File: src/rtl/ps2_pkg.sv
// rtl/ps2_pkg.sv - shared state encoding, frame constants and parity helper for the PS/2 host transmitter
package ps2_pkg;

    typedef enum logic [2:0] {
        IDLE,
        INHIBIT,
        REQ,
        SHIFT,
        ACK,
        WAIT_IDLE
    } ps2_state_e;

    localparam int FRAME_BITS = 10;
    localparam int ACK_EDGE   = 11;

    function automatic logic odd_parity(input logic [7:0] d);
        return ~^d;
    endfunction

endpackage

File: src/rtl/ps2_host_tx_if.sv
// rtl/ps2_host_tx_if.sv - command handshake and status bundle between a requester and ps2_host_tx
interface ps2_host_tx_if;

    logic [7:0] tx_data;
    logic       tx_valid;
    logic       tx_ready;
    logic       busy;
    logic       done;
    logic       ack_err;
    logic       timeout;

    modport master (
        output tx_data,
        output tx_valid,
        input  tx_ready,
        input  busy,
        input  done,
        input  ack_err,
        input  timeout
    );

    modport slave (
        input  tx_data,
        input  tx_valid,
        output tx_ready,
        output busy,
        output done,
        output ack_err,
        output timeout
    );

endinterface

File: src/rtl/ps2_line_filter.sv
// rtl/ps2_line_filter.sv - 2-FF synchroniser, stability filter and falling-edge pulse for one PS/2 line
module ps2_line_filter #(
    parameter int FILTER_LEN = 8
) (
    input  logic ck,
    input  logic reset,
    input  logic line,
    output logic level,
    output logic fall
);

    localparam int CW = (FILTER_LEN > 1) ? $clog2(FILTER_LEN) : 1;

    logic [1:0]    sync_q;
    logic [CW-1:0] cnt_q;

    // The bus idles high, so the synchroniser and filtered level reset to 1.
    always_ff @(posedge ck or negedge reset) begin
        if (!reset) begin
            sync_q <= 2'b11;
            cnt_q  <= '0;
            level  <= 1'b1;
            fall   <= 1'b0;
        end else begin
            sync_q <= {sync_q[0], line};
            fall   <= 1'b0;
            if (sync_q[1] == level) begin
                cnt_q <= '0;
            end else if (cnt_q == CW'(FILTER_LEN - 1)) begin
                cnt_q <= '0;
                level <= sync_q[1];
                fall  <= ~sync_q[1];
            end else begin
                cnt_q <= cnt_q + 1'b1;
            end
        end
    end

endmodule

File: src/rtl/ps2_host_tx.sv
// rtl/ps2_host_tx.sv - PS/2 host-to-device command transmitter with inhibit, request, shift, ACK and timeout
module ps2_host_tx #(
    parameter int INHIBIT_CYCLES = 6000,
    parameter int REQ_CYCLES     = 16,
    parameter int TIMEOUT_CYCLES = 750000,
    parameter int FILTER_LEN     = 8
) (
    input  logic          ck,
    input  logic          reset,
    ps2_host_tx_if.slave  tif,
    input  logic          scl,
    input  logic          sda,
    output logic          scl_oe,
    output logic          sda_oe
);

    import ps2_pkg::*;

    localparam int PMAX = (INHIBIT_CYCLES > REQ_CYCLES) ? INHIBIT_CYCLES : REQ_CYCLES;
    localparam int PW   = $clog2(PMAX + 1);
    localparam int TW   = $clog2(TIMEOUT_CYCLES + 1);

    ps2_state_e            state_q, state_d;
    logic [PW-1:0]         phase_q, phase_d;
    logic [TW-1:0]         tmo_q, tmo_d;
    logic [3:0]            bit_q, bit_d;
    logic [FRAME_BITS-1:0] frame_q, frame_d;
    logic                  ack_err_q, ack_err_d;
    logic                  scl_oe_q, scl_oe_d;
    logic                  sda_oe_q, sda_oe_d;
    logic                  done_q, done_d;
    logic                  timeout_q, timeout_d;
    logic [1:0]            sda_sync_q;
    logic                  scl_level, scl_fall;

    ps2_line_filter #(.FILTER_LEN(FILTER_LEN)) u_scl_filter (
        .ck    (ck),
        .reset (reset),
        .line  (scl),
        .level (scl_level),
        .fall  (scl_fall)
    );

    always_ff @(posedge ck or negedge reset) begin
        if (!reset) begin
            state_q    <= IDLE;
            phase_q    <= '0;
            tmo_q      <= '0;
            bit_q      <= '0;
            frame_q    <= '0;
            ack_err_q  <= 1'b0;
            scl_oe_q   <= 1'b0;
            sda_oe_q   <= 1'b0;
            done_q     <= 1'b0;
            timeout_q  <= 1'b0;
            sda_sync_q <= 2'b11;
        end else begin
            state_q    <= state_d;
            phase_q    <= phase_d;
            tmo_q      <= tmo_d;
            bit_q      <= bit_d;
            frame_q    <= frame_d;
            ack_err_q  <= ack_err_d;
            scl_oe_q   <= scl_oe_d;
            sda_oe_q   <= sda_oe_d;
            done_q     <= done_d;
            timeout_q  <= timeout_d;
            sda_sync_q <= {sda_sync_q[0], sda};
        end
    end

    always_comb begin
        state_d   = state_q;
        phase_d   = phase_q;
        tmo_d     = tmo_q;
        bit_d     = bit_q;
        frame_d   = frame_q;
        ack_err_d = ack_err_q;
        scl_oe_d  = scl_oe_q;
        sda_oe_d  = sda_oe_q;
        done_d    = 1'b0;
        timeout_d = 1'b0;
        case (state_q)
            IDLE: begin
                if (tif.tx_valid) begin
                    frame_d   = {1'b1, odd_parity(tif.tx_data), tif.tx_data};
                    ack_err_d = 1'b0;
                    phase_d   = '0;
                    scl_oe_d  = 1'b1;
                    sda_oe_d  = 1'b0;
                    state_d   = INHIBIT;
                end
            end
            INHIBIT: begin
                if (phase_q == PW'(INHIBIT_CYCLES - 1)) begin
                    phase_d  = '0;
                    sda_oe_d = 1'b1;
                    state_d  = REQ;
                end else begin
                    phase_d = phase_q + 1'b1;
                end
            end
            REQ: begin
                if (phase_q == PW'(REQ_CYCLES - 1)) begin
                    scl_oe_d = 1'b0;
                    bit_d    = '0;
                    tmo_d    = '0;
                    state_d  = SHIFT;
                end else begin
                    phase_d = phase_q + 1'b1;
                end
            end
            SHIFT: begin
                // The start bit is already on sda; each device fall presents the next frame bit.
                if (scl_fall) begin
                    sda_oe_d = ~frame_q[0];
                    frame_d  = frame_q >> 1;
                    bit_d    = bit_q + 1'b1;
                    if (bit_q == 4'(FRAME_BITS - 1)) begin
                        state_d = ACK;
                    end
                end
            end
            ACK: begin
                if (scl_fall) begin
                    ack_err_d = sda_sync_q[1];
                    state_d   = WAIT_IDLE;
                end
            end
            WAIT_IDLE: begin
                if (scl_level && sda_sync_q[1]) begin
                    done_d  = 1'b1;
                    state_d = IDLE;
                end
            end
            default: state_d = IDLE;
        endcase
        // A device clock edge always restarts the watchdog, even on its terminal cycle.
        if (state_q == SHIFT || state_q == ACK || state_q == WAIT_IDLE) begin
            if (scl_fall) begin
                tmo_d = '0;
            end else if (tmo_q == TW'(TIMEOUT_CYCLES - 1)) begin
                scl_oe_d  = 1'b0;
                sda_oe_d  = 1'b0;
                done_d    = 1'b0;
                timeout_d = 1'b1;
                state_d   = IDLE;
            end else begin
                tmo_d = tmo_q + 1'b1;
            end
        end
    end

    assign scl_oe      = scl_oe_q;
    assign sda_oe      = sda_oe_q;
    assign tif.tx_ready = (state_q == IDLE);
    assign tif.busy     = (state_q != IDLE);
    assign tif.done     = done_q;
    assign tif.ack_err  = ack_err_q;
    assign tif.timeout  = timeout_q;

endmodule

File: src/flat_wrapper.sv
// flat-port wrapper written by rule: the top's interface ports become plain ports
module ps2_host_tx_flat import ps2_pkg::*;
#(
    parameter int INHIBIT_CYCLES = 6000,
    parameter int REQ_CYCLES     = 16,
    parameter int TIMEOUT_CYCLES = 750000,
    parameter int FILTER_LEN     = 8
)
  (ck, reset, scl, sda, scl_oe, sda_oe, tif_tx_data, tif_tx_valid, tif_tx_ready, tif_busy, tif_done, tif_ack_err, tif_timeout);
  ps2_host_tx_if tif_i ();
  input  logic ck;
  input  logic reset;
  input  logic scl;
  input  logic sda;
  output logic scl_oe;
  output logic sda_oe;
  input wire logic [$bits(tif_i.tx_data)-1:0] tif_tx_data;
  input wire logic [$bits(tif_i.tx_valid)-1:0] tif_tx_valid;
  output wire logic [$bits(tif_i.tx_ready)-1:0] tif_tx_ready;
  output wire logic [$bits(tif_i.busy)-1:0] tif_busy;
  output wire logic [$bits(tif_i.done)-1:0] tif_done;
  output wire logic [$bits(tif_i.ack_err)-1:0] tif_ack_err;
  output wire logic [$bits(tif_i.timeout)-1:0] tif_timeout;
  assign tif_i.tx_data = tif_tx_data;
  assign tif_i.tx_valid = tif_tx_valid;
  assign tif_tx_ready = tif_i.tx_ready;
  assign tif_busy = tif_i.busy;
  assign tif_done = tif_i.done;
  assign tif_ack_err = tif_i.ack_err;
  assign tif_timeout = tif_i.timeout;
  ps2_host_tx #(.INHIBIT_CYCLES(INHIBIT_CYCLES), .REQ_CYCLES(REQ_CYCLES), .TIMEOUT_CYCLES(TIMEOUT_CYCLES), .FILTER_LEN(FILTER_LEN)) u_core (.ck(ck), .reset(reset), .tif(tif_i), .scl(scl), .sda(sda), .scl_oe(scl_oe), .sda_oe(sda_oe));
endmodule
File: config.mk
export PLATFORM = sky130hd
export DESIGN_NAME = ps2_host_tx_flat
export DESIGN_NICKNAME = d
export VERILOG_FILES = /design/src/rtl/ps2_pkg.sv /design/src/rtl/ps2_host_tx_if.sv /design/src/rtl/ps2_line_filter.sv /design/src/rtl/ps2_host_tx.sv /design/src/flat_wrapper.sv
export SDC_FILE = /design/constraint.sdc
export NUM_CORES = 1
export LEC_CHECK = 0
export ABC_AREA = 1
export BUFFER_PORTS_ARGS = -buffer_cell sky130_fd_sc_hd__buf_2
export CORE_ASPECT_RATIO = 1.25
export CORE_UTILIZATION = 40
export CTS_BUF_LIST = sky130_fd_sc_hd__clkbuf_8
export DETAILED_ROUTE_END_ITERATION = 8
export PLACE_DENSITY = 0.67
export SLEW_MARGIN = 20
export SYNTH_ARGS = -nofsm -noshare
export SYNTH_HDL_FRONTEND = slang
export SYNTH_SLANG_ARGS = --single-unit
File: constraint.sdc
create_clock -name ck -period 2.56 [get_ports ck]
set_clock_uncertainty 0.2 [all_clocks]
set_input_delay 0.64 -clock ck [delete_from_list [all_inputs] [get_ports ck]]
set_output_delay 0.64 -clock ck [all_outputs]
set_load 0.02 [all_outputs]
# After elaboration in Yosys (flattened, before gate mapping)
# Cells that the tools add are included.
[word_totals]
ff_bits = 64
[op_classes]
add_sub_neg = 4
eq_ne = 16
n_mux = 54
n_bitwise = 3
reduce_logical = 15
[op_table]
columns = ["op", "count"]
rows = [
  ["two-way mux 20 bit", 5],
  ["two-way mux 13 bit", 3],
  ["one-hot mux 13 bit (3 select lines)", 1],
  ["two-way mux 3 bit", 12],
  ["two-way mux 1 bit", 23],
  ["adder 20 x 1 -> 20 bit, second input constant", 1],
  ["equality test 20 bit, second input constant", 1],
  ["two-way mux 10 bit", 2],
  ["one-hot mux 10 bit (2 select lines)", 1],
  ["one-hot mux 3 bit (6 select lines)", 1],
  ["adder 13 x 1 -> 13 bit, second input constant", 1],
  ["equality test 13 bit, second input constant", 1],
  ["equality test 13 x 4 -> 1 bit, second input constant", 1],
  ["AND reduction 3 bit", 4],
  ["equality test 3 bit, second input constant", 3],
  ["two-way mux 4 bit", 2],
  ["!= test 2 bit, second input constant", 4],
  ["one-hot mux 4 bit (2 select lines)", 1],
  ["XNOR reduction 8 bit", 1],
  ["equality test 3 x 2 -> 1 bit, second input constant", 2],
  ["nonzero test 2 bit", 3],
  ["nonzero test 3 bit", 2],
  ["adder 4 x 1 -> 4 bit, second input constant", 1],
  ["equality test 4 bit, second input constant", 1],
  ["11 further kinds", 15],
]

# Depth between registers and ports, before layout
# Gate-level depths: netlist of run 1.
[logic_depth]
word_depth = 7
depth_mapped = 10
mapped_depth_nobuf = 10

# By module
# A second synthesis of run 1 with hierarchy kept.
[hier_totals]
cells_unflattened = 555
area_unflattened_um2 = 3890.0
[by_module_without_submodules]
columns = ["module", "n_inst", "cells_each", "area_per_inst_um2", "seq_area_each_um2"]
rows = [
  ["ps2_host_tx", 1, 531, 3626.0, 1428.9],
  ["ps2_line_filter", 1, 24, 264.0, 178.9],
]

# Least setup slack after synthesis of run 1
# No wires, ideal clock.
[synth_path]
path_kind = "register to output"
from = "reg u_core.state_q[0]"
to = "out tif_tx_ready"
t_arrival_ns = 0.989
required_ns = 1.720
slack_ns = 0.731
path_stages_with_launch = 4
cell_sequence = "dfrtp_1 -> nor2_1 -> nand2_1 -> inv_1"
[synth_between]
elab_chain_len = 1
[synth_lines]
columns = ["element", "line_no", "text"]
rows = [
  ["from (decl)", "ps2_host_tx.sv:23", "ps2_state_e state_q, state_d;"],
  ["from (signal assigned)", "ps2_host_tx.sv:58", "state_q <= state_d;"],
  ["logical NOT 3 bit", "ps2_host_tx.sv:156", "assign tif.tx_ready = (state_q == IDLE);"],
  ["to (decl)", "flat_wrapper.sv:19", "output wire logic [$bits(tif_i.tx_ready)-1:0] tif_tx_ready;"],
]
# Every way passes these cells.

# Worst setup path in the final report of run 1
[layout_path]
from = "reg u_core.state_q[2]"
to = "reg u_core.tmo_q[12]"
[layout_between]
elab_chain_len = 5
[layout_lines]
columns = ["element", "line_no", "text"]
rows = [
  ["equality test 3 x 2 -> 1 bit", "ps2_host_tx.sv:83", "case (state_q)"],
  ["two-way mux 20 bit", "ps2_host_tx.sv:83", ""],
  ["two-way mux 20 bit", "ps2_host_tx.sv:142", "end else if (tmo_q == TW'(TIMEOUT_CYCLES - 1)) begin"],
  ["two-way mux 20 bit", "ps2_host_tx.sv:140", "if (scl_fall) begin"],
  ["two-way mux 20 bit (*)", "ps2_host_tx.sv:139", "if (state_q == SHIFT || state_q == ACK || state_q == WAIT_IDLE) begin"],
  ["via u_core.tmo_d[12]", "ps2_host_tx.sv:25", "logic [TW-1:0] tmo_q, tmo_d;"],
  ["to (signal assigned)", "ps2_host_tx.sv:60", "tmo_q <= tmo_d;"],
  ["to (decl)", "ps2_host_tx.sv:25", ""],
]
# The timed path passes the listed nets; every way through them passes the cells marked *.
# A chain may end at the register's enable or synchronous reset.

==> results.py, run 1 <==
metrics = {
    "clock_tree": {
        "clk_pin_slew_worst_paths_ns": 0.08,
        "clock_sinks": 64,
        "htree_num_levels": 3,
        "cts_resized": 0,
        "clk_path_buf_depth": 2,
        "cts_root_buffer": "clkbuf_8",
        "cts_tree": "yes",
        "insertion_delay_ns": 0.36,
        "post_cts_buffers": 0,
        "cts_buffers": 9,
        "hold_buffers": 0,
    },
    "floorplanning": {
        "start_util_pct": 41.0,
        "dieArea_um2": 10300,
        "coreArea_um2": 9610,
        "fp.dieW_um": 90.8,
        "io_pins": 20,
        "die_h_um": 113,
        "num_rows": 40,
    },
    "placed_design": {
        "globalplace.congestion": 0.976,
        "io_buffers": 19,
        "dp_hpwl_um": 7020,
    },
    "synth": {
        "synth_edf_count": 0,
        "synth.distinct_cells": 39,
        "syn-instance-count": 545,
        "avgSynthCellArea_um2": 7.23,
        "ys_ff_latch": 64,
        "ys_seq_area_share_pct": 40.8,
        "synth_warnings": 0,
        "syn_nets": 564,
        "synth_flop_cell": "dfrtp_1",
        "syn-cell-area_um2": 3940,
        "async_flop_share_pct": 100,
    },
    "finish": {
        "nets": 587,
        "syn2layout_area_growth_pct": 11.2,
        "final_common_cell": "nand2_1",
        "final_cell_mix": "nand2_1 (134), nor2_1 (89), nand3_1 (66)",
        "fin_util_pct": 45.6,
        "diodes": 0,
        "drive_gt1_share_pct": 11.9,
    },
    "setup_path": {
        "critPathArrivalTime_ns": 2.29,
        "crit_path_end_kind": "flip-flop",
        "worstPathRequired_ns": 2.61,
        "crit_path_max_fanout": 15,
        "worst-setup-path-type": "reg -> reg",
        "startpoint": "u_core.state_q[2]",
        "cp-start-kind": "flip-flop",
        "regToRegStartpoint": "u_core.state_q[2]",
    },
    "routing": {
        "wl_per_cell_um": 13.3,
        "drc_errors": 0,
        "ant_nets": 0,
        "postRouteWirelength_um": 9290,
        "vias": 3587,
        "first_pass_iters": 4,
        "via_per_inst": 5.13,
        "drt-initial-drc-count": 290,
    },
    "sta": {
        "maxSlewHeadroom_pct": 56.3,
        "tightest_slew_ns": 0.656,
        "fin_setup_tns_ns": 0,
        "setup_viol": 0,
        "min_period_over_period_pct": 87.7,
        "max_clock_freq_ghz": 0.446,
        "final_hold_viol_count": 0,
        "slew_viol_final": 0,
        "grt_setup_unrepaired": "false",
        "finalCriticalPeriod_ns": 2.24,
    },
    "power_and_ir_drop": {
        "power_density_nw_per_um2": 479,
        "p_leak_nw": 2.09,
        "peakVddDrop_mv": 0.441,
    },
    "worst_hold_path": {
        "worstHoldPathType": "in -> async",
    },
    "grt": {
        "grt_max_degree": 27,
        "grt_usage_pct": 19.8,
        "grt_antenna_before_repair": 0,
        "grt_pass1_vias": 3603,
        "grt_overflow": 0,
        "grt_pass1_wl_um": 16300,
    },
    "status": {
        "status": "finished, final reports clean",
    },
    "job": {
        "drv_cap": 0,
    },
}
metrics by stage:
| stage | hold slack [ns] | instances | setup WS, ns | total power [W] | cell area [um2] |
|---|---|---|---|---|---|
| 2_1_floorplan | 0.144 | 545 | 0.731 | 0.00115 | 3940 |
| 3_3_place_gp | 0.147 | 683 | 0.389 | 0.00120 | 4180 |
| 3_5_place_dp | 0.147 | 683 | 0.323 | 0.00120 | 4180 |
| 4_1_cts | 0.120 | 699 | 0.302 | 0.00212 | 4380 |
| 5_1_grt | 0.153 | 699 | 0.0777 | 0.00219 | 4380 |
| 6_report | 0.114 | 699 | 0.315 | 0.00210 | 4380 |
cells in the mapped netlist (4+ instances only):
cell type / instances / share of area [%]
nand2_1: 134 / 13
nor2_1: 89 / 8.5
nand3_1: 66 / 8.4
dfrtp_1: 59 / 37
inv_1: 53 / 5.1
o21ai_0: 16 / 2.0
nand4_1: 15 / 2.4
nor3_1: 14 / 1.8
a21oi_1: 9 / 1.1
o31ai_1: 9 / 1.7
xor2_1: 9 / 2.0
xnor2_1: 7 / 1.6
ha_1: 6 / 1.9
buf_2: 5 / 0.64
clkbuf_1: 5 / 0.48
dfstp_2: 5 / 3.3
nand3_2: 4 / 1.0
o21ai_1: 4 / 0.51
registers in the layout (all words and copies together), names as in the netlist, 2 cells and up:
register	flops
u_core.bit_q	4
u_core.u_scl_filter.cnt_q	3
u_core.phase_q	13
u_core.tmo_q	20
u_core.u_scl_filter.sync_q	2
u_core.frame_q	10
u_core.state_q	3
u_core.sda_sync_q	2
routing by layer:
layer  track usage, %  share of wire, %  wire, um  up-vias
met3             3.36               3.4       319       18
met4             10.0               2.3       214        0
met1             23.2                44      4060     1669
met2             34.7                51      4690       85
met5                0                 0         0        -
li1                 -                 -         -     1815
power by group:
part           total, W  switching [W]  internal [W]
clock          0.000916       0.000439      0.000477
combinational  0.000119      0.0000694     0.0000493
sequential      0.00106      0.0000153       0.00105
logic make-up after synthesis:
family	count (synthesis)	share of synthesized area (%)
AND/OR/NAND/NOR	342	38.9
buffers and inverters	70	7.34
flip-flops	64	40.8
AO/OA/AOI/OAI	46	7.18
XOR/XNOR	16	3.56
adder cells (fa/ha/maj)	6	1.91
multiplexers	1	0.254
worst max-delay path, stage by stage, from the launching register on:
cell and delay, ns:
dfrtp_1 0.45, inv_2 0.13, nand3_4 0.17, inv_2 0.26
a21oi_4 0.11, nor2_2 0.50, nand3_1 0.15, nor2_1 0.12
nor2_1 0.04
path summary, 6_finish.rpt:
kind                       slack (ns)                    to  depth (start not counted)
setup reg to reg                 0.32      u_core.tmo_q[12]                          8
hold / removal                   0.11     u_core.frame_q[9]                          1
min in group ck                  0.16  u_core.sda_sync_q[1]                          0
setup / recovery                 0.32      u_core.tmo_q[12]                          8
max in group asynchronous        1.45    u_core.phase_q[12]                          2
hold reg to reg                  0.16  u_core.sda_sync_q[1]                          0
layout make-up:
class / count / area [um2]
multi-input cells: 411 / 2040
fillers: 991 / 5230
flip-flops and latches: 64 / 1610
inverters: 57 / 215
well taps: 126 / 158
clock buffers: 10 / 138
repair buffers: 25 / 153
clock inverters: 6 / 66.3
Note: power is estimated with default switching activity, not from simulation.
==> run 2, diff against run 1 <==
--- a/config.mk
+++ b/config.mk
@@ -5,7 +5,6 @@
 export SDC_FILE = /design/constraint.sdc
 export NUM_CORES = 1
 export LEC_CHECK = 0
-export ABC_AREA = 1
 export BUFFER_PORTS_ARGS = -buffer_cell sky130_fd_sc_hd__buf_2
 export CORE_ASPECT_RATIO = 1.25
 export CORE_UTILIZATION = 40
==> run 2 against run 1 <==
Effect of this change:
- combinational power rose to 5.7 times the previous value
- clock power grew 12%
- the run now ends with DRC left
- cell area fell by 11%
- worst hold slack lost 0.032 ns
- setup slack lost 0.14 ns
==> results.py, run 2 <==
metrics = {
    "setup_path": {
        "reg2reg_slack_ns": 0.18,
        "startpoint": "u_core.phase_q[4]",
        "worst-setup-path-type": "reg -> reg",
        "critPathArrivalTime_ns": 2.40,
        "crit_path_end_kind": "flip-flop",
        "regToRegStartpoint": "u_core.phase_q[4]",
        "cpPeakStageDelay_ns": 0.55,
        "worstPathRequired_ns": 2.57,
        "r2r_end": "u_core.phase_q[7]",
        "crit_path_max_fanout": 8,
        "cp-start-kind": "flip-flop",
        "critPathSlowestCell": "or4_4",
        "cp_cell_sequence": "or3_4, or4_4, mux2_4, nor3_4, nor2_1",
        "worstRegToRegCells": 5,
    },
    "synth": {
        "synthSimpleGateAreaFrac_pct": 27.3,
        "syn-instance-count": 372,
        "muxShareOfSynthArea_pct": 1.70,
        "syn_nets": 391,
        "ys_top_cells_by_area": "dfrtp_1 (43%), nand2_1 (5.0%), nor2_1 (4.5%), nand3_1 (4.4%), dfstp_2 (3.9%)",
        "synth_top_area_cell": "dfrtp_1",
        "synth_compound_area_share_pct": 13.4,
        "synthAdderAreaFrac_pct": 2.21,
        "synth.most_common_cell": "dfrtp_1",
        "avgSynthCellArea_um2": 9.13,
        "synth_edf_count": 0,
        "syn-cell-area_um2": 3390,
        "ys_ff_latch": 64,
        "async_flop_share_pct": 100,
        "synth_flop_cell": "dfrtp_1",
        "synth_warnings": 0,
        "synth-xor-area-share_pct": 4.64,
        "synth.distinct_cells": 61,
        "synthTopCellsByCount": "dfrtp_1 (59), nand2_1 (45), nor2_1 (41)",
        "yosysTopAreaCellShare_pct": 43.5,
        "ys_seq_area_share_pct": 47.4,
        "synth_top_family_by_area": "simple AND/OR/NAND/NOR gates",
    },
    "clock_tree": {
        "clk_path_buf_depth": 2,
        "cts_root_buffer": "clkbuf_8",
        "cts_tree": "yes",
        "insertion_delay_ns": 0.34,
        "hold_buffers": 0,
        "cts_resized": 0,
        "htree_num_levels": 3,
        "clock_sinks": 64,
        "cts_buffers": 9,
        "post_cts_buffers": 0,
        "clk_pin_slew_worst_paths_ns": 0.07,
    },
    "finish": {
        "fillers": 799,
        "nets": 420,
        "diodes": 0,
        "final_cell_count_no_fill": 503,
        "final_common_cell": "dfrtp_1",
        "drive_gt1_share_pct": 16.7,
        "regMostFlops": "u_core.tmo_q",
        "largest_register_ffs": 20,
        "biggestRegsByFlops": "u_core.tmo_q: 20 flops, u_core.phase_q: 13 flops, u_core.frame_q: 10 flops",
        "final_cell_mix": "dfrtp_1 (59), nand2_1 (45), nor2_1 (41)",
        "syn2layout_area_growth_pct": 14.9,
    },
    "job": {
        "drv_cap": 0,
    },
    "routing": {
        "drt-initial-drc-count": 148,
        "postRouteWirelength_um": 7260,
        "wl_per_cell_um": 14.4,
        "first_pass_iters": 6,
        "drc_errors": 2,
        "vias": 2811,
        "via_per_inst": 5.59,
        "ant_nets": 0,
    },
    "power_and_ir_drop": {
        "power_density_nw_per_um2": 813,
        "peakVddDrop_mv": 0.502,
        "p_leak_nw": 1.69,
        "finalPower_w": 0.00317,
    },
    "sta": {
        "maxSlewHeadroom_pct": 64.4,
        "fin_setup_tns_ns": 0,
        "max_clock_freq_ghz": 0.420,
        "min_period_over_period_pct": 93.1,
        "final_hold_viol_count": 0,
        "slew_viol_final": 0,
        "finalCriticalPeriod_ns": 2.38,
        "tightest_slew_ns": 0.530,
        "grt_setup_unrepaired": "false",
        "setup_viol": 0,
    },
    "floorplanning": {
        "num_rows": 37,
        "die_h_um": 105,
        "fp.dieW_um": 84.4,
        "start_util_pct": 41.2,
        "io_pins": 20,
        "dieArea_um2": 8860,
        "coreArea_um2": 8240,
    },
    "grt": {
        "grt_overflow": 0,
        "grt_usage_pct": 17.9,
        "grt_antenna_before_repair": 0,
        "grt_max_degree": 65,
        "grt_pass1_vias": 2675,
        "grt_pass1_wl_um": 12400,
    },
    "placed_design": {
        "io_buffers": 19,
        "place_inst": 487,
        "dp_hpwl_um": 5220,
        "globalplace.congestion": 0.869,
    },
    "status": {
        "status": "finished, violations left",
        "violations": "DRC",
    },
    "worst_hold_path": {
        "worstHoldPathType": "in -> async",
    },
}
## run 2: changes by cell type after synthesis, moves of 9 or more
cell	previous run	this run
nand2_1	134	45
a21oi_1	9	18
nor2_1	89	41
inv_1	53	11
nand3_1	66	30
a31oi_1	0	13
## run 2: final cells by class
cell class              count  area, um2  area share (%)
multi-input cells         281       1670            42.9
clock inverters             7        111            2.86
repair buffers             34        220            5.65
inverters                  11       41.3            1.06
flip-flops and latches     64       1610            41.2
well taps                  97        121            3.11
clock buffers               9        124            3.18
## run 2: logic make-up after synthesis
logic type               Yosys count
AO/OA/AOI/OAI                     72
XOR/XNOR                          18
adder cells (fa/ha/maj)            6
buffers and inverters             27
flip-flops                        64
multiplexers                       5
AND/OR/NAND/NOR                  180
## run 2: worst max-delay path, delay by kind of cell (launching register included)
family           cells  cell delay [ns]
DFF                  1             0.42
muxes                1             0.29
and+or+nand+nor      4             1.35
## run 2: how the worst max path moves through the flow
stage                              end
global route         u_core.phase_q[7]
floorplan                     tif_busy
global placement     u_core.phase_q[7]
finish               u_core.phase_q[7]
detailed placement  u_core.phase_q[10]
CTS                  u_core.phase_q[7]
## run 2: per-layer routing
layer | GRT usage, % | share of wire [%] | up-vias
met5 | 0 | 0 | -
met4 | 6.90 | 1.8 | 0
met3 | 3.71 | 3.2 | 12
met2 | 30.6 | 50 | 44
met1 | 22.1 | 45 | 1370
li1 | - | - | 1385
## run 2: per-stage QoR
stage	util (%)	hold slack, ns	setup slack [ns]	area [um2]
2_1_floorplan	-	0.144	0.130	3390
3_3_place_gp	44.5	0.146	0.229	3660
3_5_place_dp	44.5	0.149	0.160	3660
4_1_cts	47.3	0.119	0.146	3900
5_1_grt	47.3	0.128	0.0593	3900
6_report	47.3	0.0820	0.177	3900
## run 2: where the power goes
group          switching [W]  leakage, nW  internal (W)  total, W
logic               0.000364        0.758      0.000314  0.000678
registers           0.000222        0.809       0.00124   0.00146
clock network       0.000388        0.120      0.000639   0.00103
total               0.000973         1.69       0.00220   0.00317
